$ cat src/rtl/bram_sequencer.sv
// bram_sequencer: owns the shared BRAM port and steps through LOAD -> SOLVE -> DONE.
// The parser may write only in LOAD and the solver may read or write only in SOLVE.
// Requests are registered onto the port. Reads return a valid strobe matched to the latency.
module bram_sequencer #(
    parameter int unsigned ADDR_WIDTH   = 26,
    parameter int unsigned DATA_WIDTH   = 13,
    parameter int unsigned READ_LATENCY = 2
) (
    input  logic                  clk,
    input  logic                  rst,
    // parser (write-only loader)
    input  logic                  p_valid,
    input  logic [ADDR_WIDTH-1:0] p_addr,
    input  logic [DATA_WIDTH-1:0] p_data,
    output logic                  p_ready,
    input  logic                  board_done,
    // solver
    input  logic                  s_valid,
    input  logic                  s_we,
    input  logic [ADDR_WIDTH-1:0] s_addr,
    input  logic [DATA_WIDTH-1:0] s_wdata,
    output logic                  s_ready,
    output logic [DATA_WIDTH-1:0] s_rdata,
    output logic                  s_rvalid,
    input  logic                  solve_done,
    // BRAM port
    output logic [ADDR_WIDTH-1:0] bram_addr,
    output logic [DATA_WIDTH-1:0] bram_din,
    output logic                  bram_we,
    input  logic [DATA_WIDTH-1:0] bram_dout,
    // status
    output logic [1:0]            phase,
    output logic [ADDR_WIDTH:0]   wr_count,
    output logic                  err
);

    typedef enum logic [1:0] {
        StLoad  = 2'd0,
        StSolve = 2'd1,
        StDone  = 2'd2
    } state_e;

    // One extra stage past the BRAM latency covers the registered address cycle.
    localparam int unsigned VDepth = READ_LATENCY + 1;

    state_e                state_q, state_d;
    logic                  closing_q, closing_d;
    logic                  err_q, err_d;
    logic [VDepth-1:0]     rvld_q, rvld_d;
    logic [ADDR_WIDTH:0]   wr_count_q, wr_count_d;
    logic [ADDR_WIDTH-1:0] addr_q, addr_d;
    logic [DATA_WIDTH-1:0] din_q, din_d;
    logic                  we_q, we_d;
    logic                  p_accept, s_accept, s_rd_accept;

    // Handshakes depend on phase, closing and solve_done only. They never depend on the valids.
    always_comb begin
        p_ready     = (state_q == StLoad);
        s_ready     = (state_q == StSolve) && !closing_q && !solve_done;
        p_accept    = p_valid && p_ready;
        s_accept    = s_valid && s_ready;
        s_rd_accept = s_accept && !s_we;
    end

    // Next-state for the phase FSM, port registers, read-valid pipe and error flag.
    always_comb begin
        state_d    = state_q;
        closing_d  = closing_q;
        err_d      = err_q;
        addr_d     = addr_q;
        din_d      = din_q;
        we_d       = 1'b0;
        wr_count_d = wr_count_q;
        rvld_d     = (rvld_q << 1) | VDepth'(s_rd_accept);

        if (p_accept) begin
            addr_d = p_addr;
            din_d  = p_data;
            we_d   = 1'b1;
            if (wr_count_q != '1) begin
                wr_count_d = wr_count_q + {{ADDR_WIDTH{1'b0}}, 1'b1};
            end
        end else if (s_accept) begin
            addr_d = s_addr;
            din_d  = s_wdata;
            we_d   = s_we;
        end

        if ((p_valid && state_q != StLoad) || (s_valid && state_q == StLoad) ||
            (board_done && state_q != StLoad) || (solve_done && state_q != StSolve)) begin
            err_d = 1'b1;
        end

        unique case (state_q)
            StLoad: begin
                if (board_done) state_d = StSolve;
            end
            StSolve: begin
                if (solve_done) closing_d = 1'b1;
                // Look at the shifted pipe so DONE follows the last s_rvalid immediately.
                if (closing_d && rvld_d == '0) state_d = StDone;
            end
            StDone:  state_d = StDone;
            default: state_d = StLoad;
        endcase
    end

    // State registers with synchronous reset. A reset drops any reads still in flight.
    always_ff @(posedge clk) begin
        if (rst) begin
            state_q    <= StLoad;
            closing_q  <= 1'b0;
            err_q      <= 1'b0;
            rvld_q     <= '0;
            wr_count_q <= '0;
            addr_q     <= '0;
            din_q      <= '0;
            we_q       <= 1'b0;
        end else begin
            state_q    <= state_d;
            closing_q  <= closing_d;
            err_q      <= err_d;
            rvld_q     <= rvld_d;
            wr_count_q <= wr_count_d;
            addr_q     <= addr_d;
            din_q      <= din_d;
            we_q       <= we_d;
        end
    end

    assign bram_addr = addr_q;
    assign bram_din  = din_q;
    assign bram_we   = we_q;
    assign s_rdata   = bram_dout;
    assign s_rvalid  = rvld_q[VDepth-1];
    assign phase     = state_q;
    assign wr_count  = wr_count_q;
    assign err       = err_q;

endmodule

$ cat config.mk
export PLATFORM = sky130hd
export DESIGN_NAME = bram_sequencer
export DESIGN_NICKNAME = d
export VERILOG_FILES = /design/src/rtl/bram_sequencer.sv
export SDC_FILE = /design/constraint.sdc
export NUM_CORES = 1
export LEC_CHECK = 0
export CORE_ASPECT_RATIO = 1.25
export CORE_MARGIN = 2
export CORE_UTILIZATION = 39
export CTS_CLUSTER_SIZE = 16
export DETAILED_ROUTE_END_ITERATION = 6
export PLACE_DENSITY = 0.8
export SLEW_MARGIN = 20
export SYNTH_ARGS = -nofsm -noshare
export SYNTH_HDL_FRONTEND = slang
export SYNTH_SLANG_ARGS = --single-unit
export TNS_END_PERCENT = 1
$ cat constraint.sdc
create_clock -name clk -period 2.45 [get_ports clk]
set_input_delay 0.735 -clock clk [delete_from_list [all_inputs] [get_ports clk]]
set_output_delay 0.735 -clock clk [all_outputs]
set_load 0.1 [all_outputs]
==> impl_metrics.csv <==
group,metric,value,unit
status,status,"finished clean",
global_routing,first_pass_grt_wire_length,15.1,mm
synth,postSynth.asyncResetShare,0,
timing,finalSetupViolations,0,
layout,nNetsFinal,625,
route,routedWlPerCell,14.7,µm
synth,synth-seq-area-share,0.431,
timing,finalHoldWorstSlack,0.469,ns
synth,synth_edf_count,0,
timing,final_max_slew_viol_count,0,
route,antenna_violating_nets_post_route,0,
clock_network,cts_setup_buffers,0,
worst_setup_path,worstPathArrival,1.66,ns
worst_setup_path,required,1.71,ns
global_routing,grt_util_all_layers,0.201,
synth,synth.ff_latch_count,74,
synth,synthFlopType,"sky130_fd_sc_hd__dfxtp_1",
synth,most_instantiated_cells_after_synthesis,"sky130_fd_sc_hd__dfxtp_1 (74), sky130_fd_sc_hd__nor2_1 (58), sky130_fd_sc_hd__a211oi_1 (39), sky130_fd_sc_hd__mux2i_1 (39), sky130_fd_sc_hd__a21oi_1 (21)",
floorplan,die_x,87.9,µm
global_routing,grt_start_max_net_pins,67,
timing,max_freq,417,MHz
worst_setup_path,setup.worst_path.class,"in2out",
synth,ys_types,42,
global_routing,via_count_of_the_first_global_routing_pass,3336,
synth,synth.avg_cell_area,9.01,µm²
synth,share_of_the_synthesized_area_in_the_top_cell_type,0.431,
worst_setup_path,worstPathMaxFanout,4,
synth,synth_warnings,0,
min_path,timing.hold.worst.class,"reg2reg",
clock_network,cts_tree,"yes",
flow_run,drv_cap,0,
layout,finish.instance_area,5130,µm²
timing,worst_pin_slew,0.631,ns
layout,antenna-diode-count,0,
route,firstDrtPassIters,4,
floorplan,std_cell_rows,38,
placed_design,total_placed_instance_area,4940,µm²
clock_network,clock-root-buffer,"sky130_fd_sc_hd__clkbuf_8",
synth,syn-num-nets,482,
floorplan,chipHeight,109,µm
global_routing,grt_antenna_before_repair,0,
global_routing,overflow,0,
timing,max-slew-margin-rel,0.579,
clock_network,clock_tree.buffer_depth,2,
clock_network,numCtsBuffers,9,
synth,yosys.cell_count.top_type,"sky130_fd_sc_hd__dfxtp_1",
timing,clock_skew,0.0114,ns
clock_network,clk_transition_reported_paths,0.09,ns
layout,syn2layout_area_growth,49.5,%
synth,netlist.top_cell.by_area,"sky130_fd_sc_hd__dfxtp_1",
floorplan,die_area,9580,µm²
power_and_ir_drop,worst_ir_drop_vdd,0.000488,V
route,wl,9.53,mm
clock_network,cts_repair_resize_count,0,
placed_design,dpl.hpwl,7.17,mm
floorplan,core_area,8610,µm²
synth,syn-instance-count,381,
route,drc,0,
route,drt-vias-per-instance,5.28,
synth,netlist_area,3430,µm²
timing,final_period_minus_worst_setup_slack,2.40,ns
placed_design,buffer_ports.inserted,157,
floorplan,floorplan.initialDensity,0.399,
route,detailroute.via_count,3425,
synth,synth_area_leaders,"sky130_fd_sc_hd__dfxtp_1 (43%), sky130_fd_sc_hd__mux2i_1 (11%), sky130_fd_sc_hd__a211oi_1 (8.5%)",
clock_network,cts_hold_buf,0,
floorplan,pin_count,184,
clock_network,clock_latency,0.36,ns
route,dr.first_iter.drc_count,86,
timing,report.final.hold_viol_count,0,
layout,fill_cells,746,
timing,portion_of_the_clock_cycle_consumed_by_the_worst_path_in_the_final_layout,0.980,
placed_design,finalWeightedCongestion,0.786,
timing,grt_setup_unrepaired,"false",
worst_setup_path,cp_startpoint_kind,"primary input",
worst_setup_path,setup.worst_path.end_class,"output port",
clock_network,numClockSinks,74,
layout,drive_gt1_frac,0.242,
clock_network,htreeDepth,3,
power_and_ir_drop,power_density,783,nW/µm²
power_and_ir_drop,power.leakage,1.91,nW
sequential cells by signal (all words and copies together) (netlist names):
| name | cells |
|---|---|
| bram_we | 1 |
| err | 1 |
| wr_count | 27 |
| bram_din | 13 |
| phase | 2 |
| rvld_q | 3 |
| bram_addr | 26 |
| closing_q | 1 |
area by class of cell:
class,count,area (µm²),area share
Sequential cell,74,1510,0.293
Clock buffer,10,128,0.0249
Multi-Input combinational cell,263,1750,0.340
Timing Repair Buffer,169,1510,0.294
Inverter,7,26.3,0.00512
Clock inverter,6,66.3,0.0129
Tap cell,120,150,0.0292
worst max-delay path, cell delays in order:
cell	delay (ns)
sky130_fd_sc_hd__clkdlybuf4s50_1	0.49
sky130_fd_sc_hd__nor3_4	0.24
sky130_fd_sc_hd__buf_12	0.20
placed cells by master, fill, tap and decap left out, drive strengths merged, types with 2 or more instances in the layout:
cell type | Yosys | layout
o211ai | 4 | 4
clkbuf | 17 | 10
a21oi | 21 | 21
xor2 | 7 | 7
clkinvlp | 0 | 3
nor2 | 58 | 58
and3 | 3 | 3
xnor2 | 3 | 3
ha | 3 | 3
o21ai | 10 | 10
o31ai | 5 | 5
or3 | 10 | 10
nor3 | 9 | 9
a211oi | 39 | 39
nand4 | 8 | 8
and4 | 2 | 2
or4 | 5 | 5
buf | 20 | 86
clkdlybuf4s50 | 0 | 83
mux2 | 2 | 2
nor2b | 5 | 5
nand2 | 11 | 11
inv | 7 | 8
nand3 | 8 | 8
mux2i | 39 | 39
dfxtp | 74 | 74
logic make-up (layout without fill, tap and decap cells):
| group | count (synthesis) | in the layout | synth area share |
|---|---|---|---|
| buffers and inverters | 44 | 192 | 0.0681 |
| adder cells (fa/ha/maj) | 3 | 3 | 0.0109 |
| multiplexers | 41 | 41 | 0.120 |
| flip-flops | 74 | 74 | 0.431 |
| AND/OR/NAND/NOR | 125 | 125 | 0.177 |
| XOR/XNOR | 10 | 10 | 0.0255 |
| AO/OA/AOI/OAI | 84 | 84 | 0.166 |
power breakdown:
| part | switching [mW] | internal, mW | leakage (nW) | total [mW] |
|---|---|---|---|---|
| logic | 1.21 | 0.457 | 1.20 | 1.67 |
| clock network | 0.479 | 0.472 | 0.0889 | 0.951 |
| registers | 0.0744 | 1.33 | 0.616 | 1.40 |
| total | 1.76 | 2.25 | 1.91 | 4.02 |
worst paths after layout:
kind / startpoint / to / slack, ns / depth (start not counted)
min reg2reg: rvld_q[0] / rvld_q[1] / 0.47 / 1
max: solve_done / s_ready / 0.05 / 3
min: rvld_q[0] / rvld_q[1] / 0.47 / 1
max reg2reg: wr_count[14] / wr_count[21] / 0.36 / 5
per-stage QoR:
step                setup TNS [ns]  setup slack [ns]  power, mW   util  cells
finish                           0            0.0501       4.02  0.597    649
global route                     0           0.00136       4.18  0.597    649
CTS                              0            0.0423       4.05  0.597    649
detailed placement               0            0.0323       3.10  0.574    633
global placement                 0            0.0672       3.08  0.574    633
floorplan                  -0.0905           -0.0464       2.75      -    381
routing by layer:
metal	track usage	share of wire
met5	0	0
met1	0.208	0.38
met4	0.0890	0.028
met3	0.0553	0.072
met2	0.372	0.52
Power figures use the tool's default switching activity.
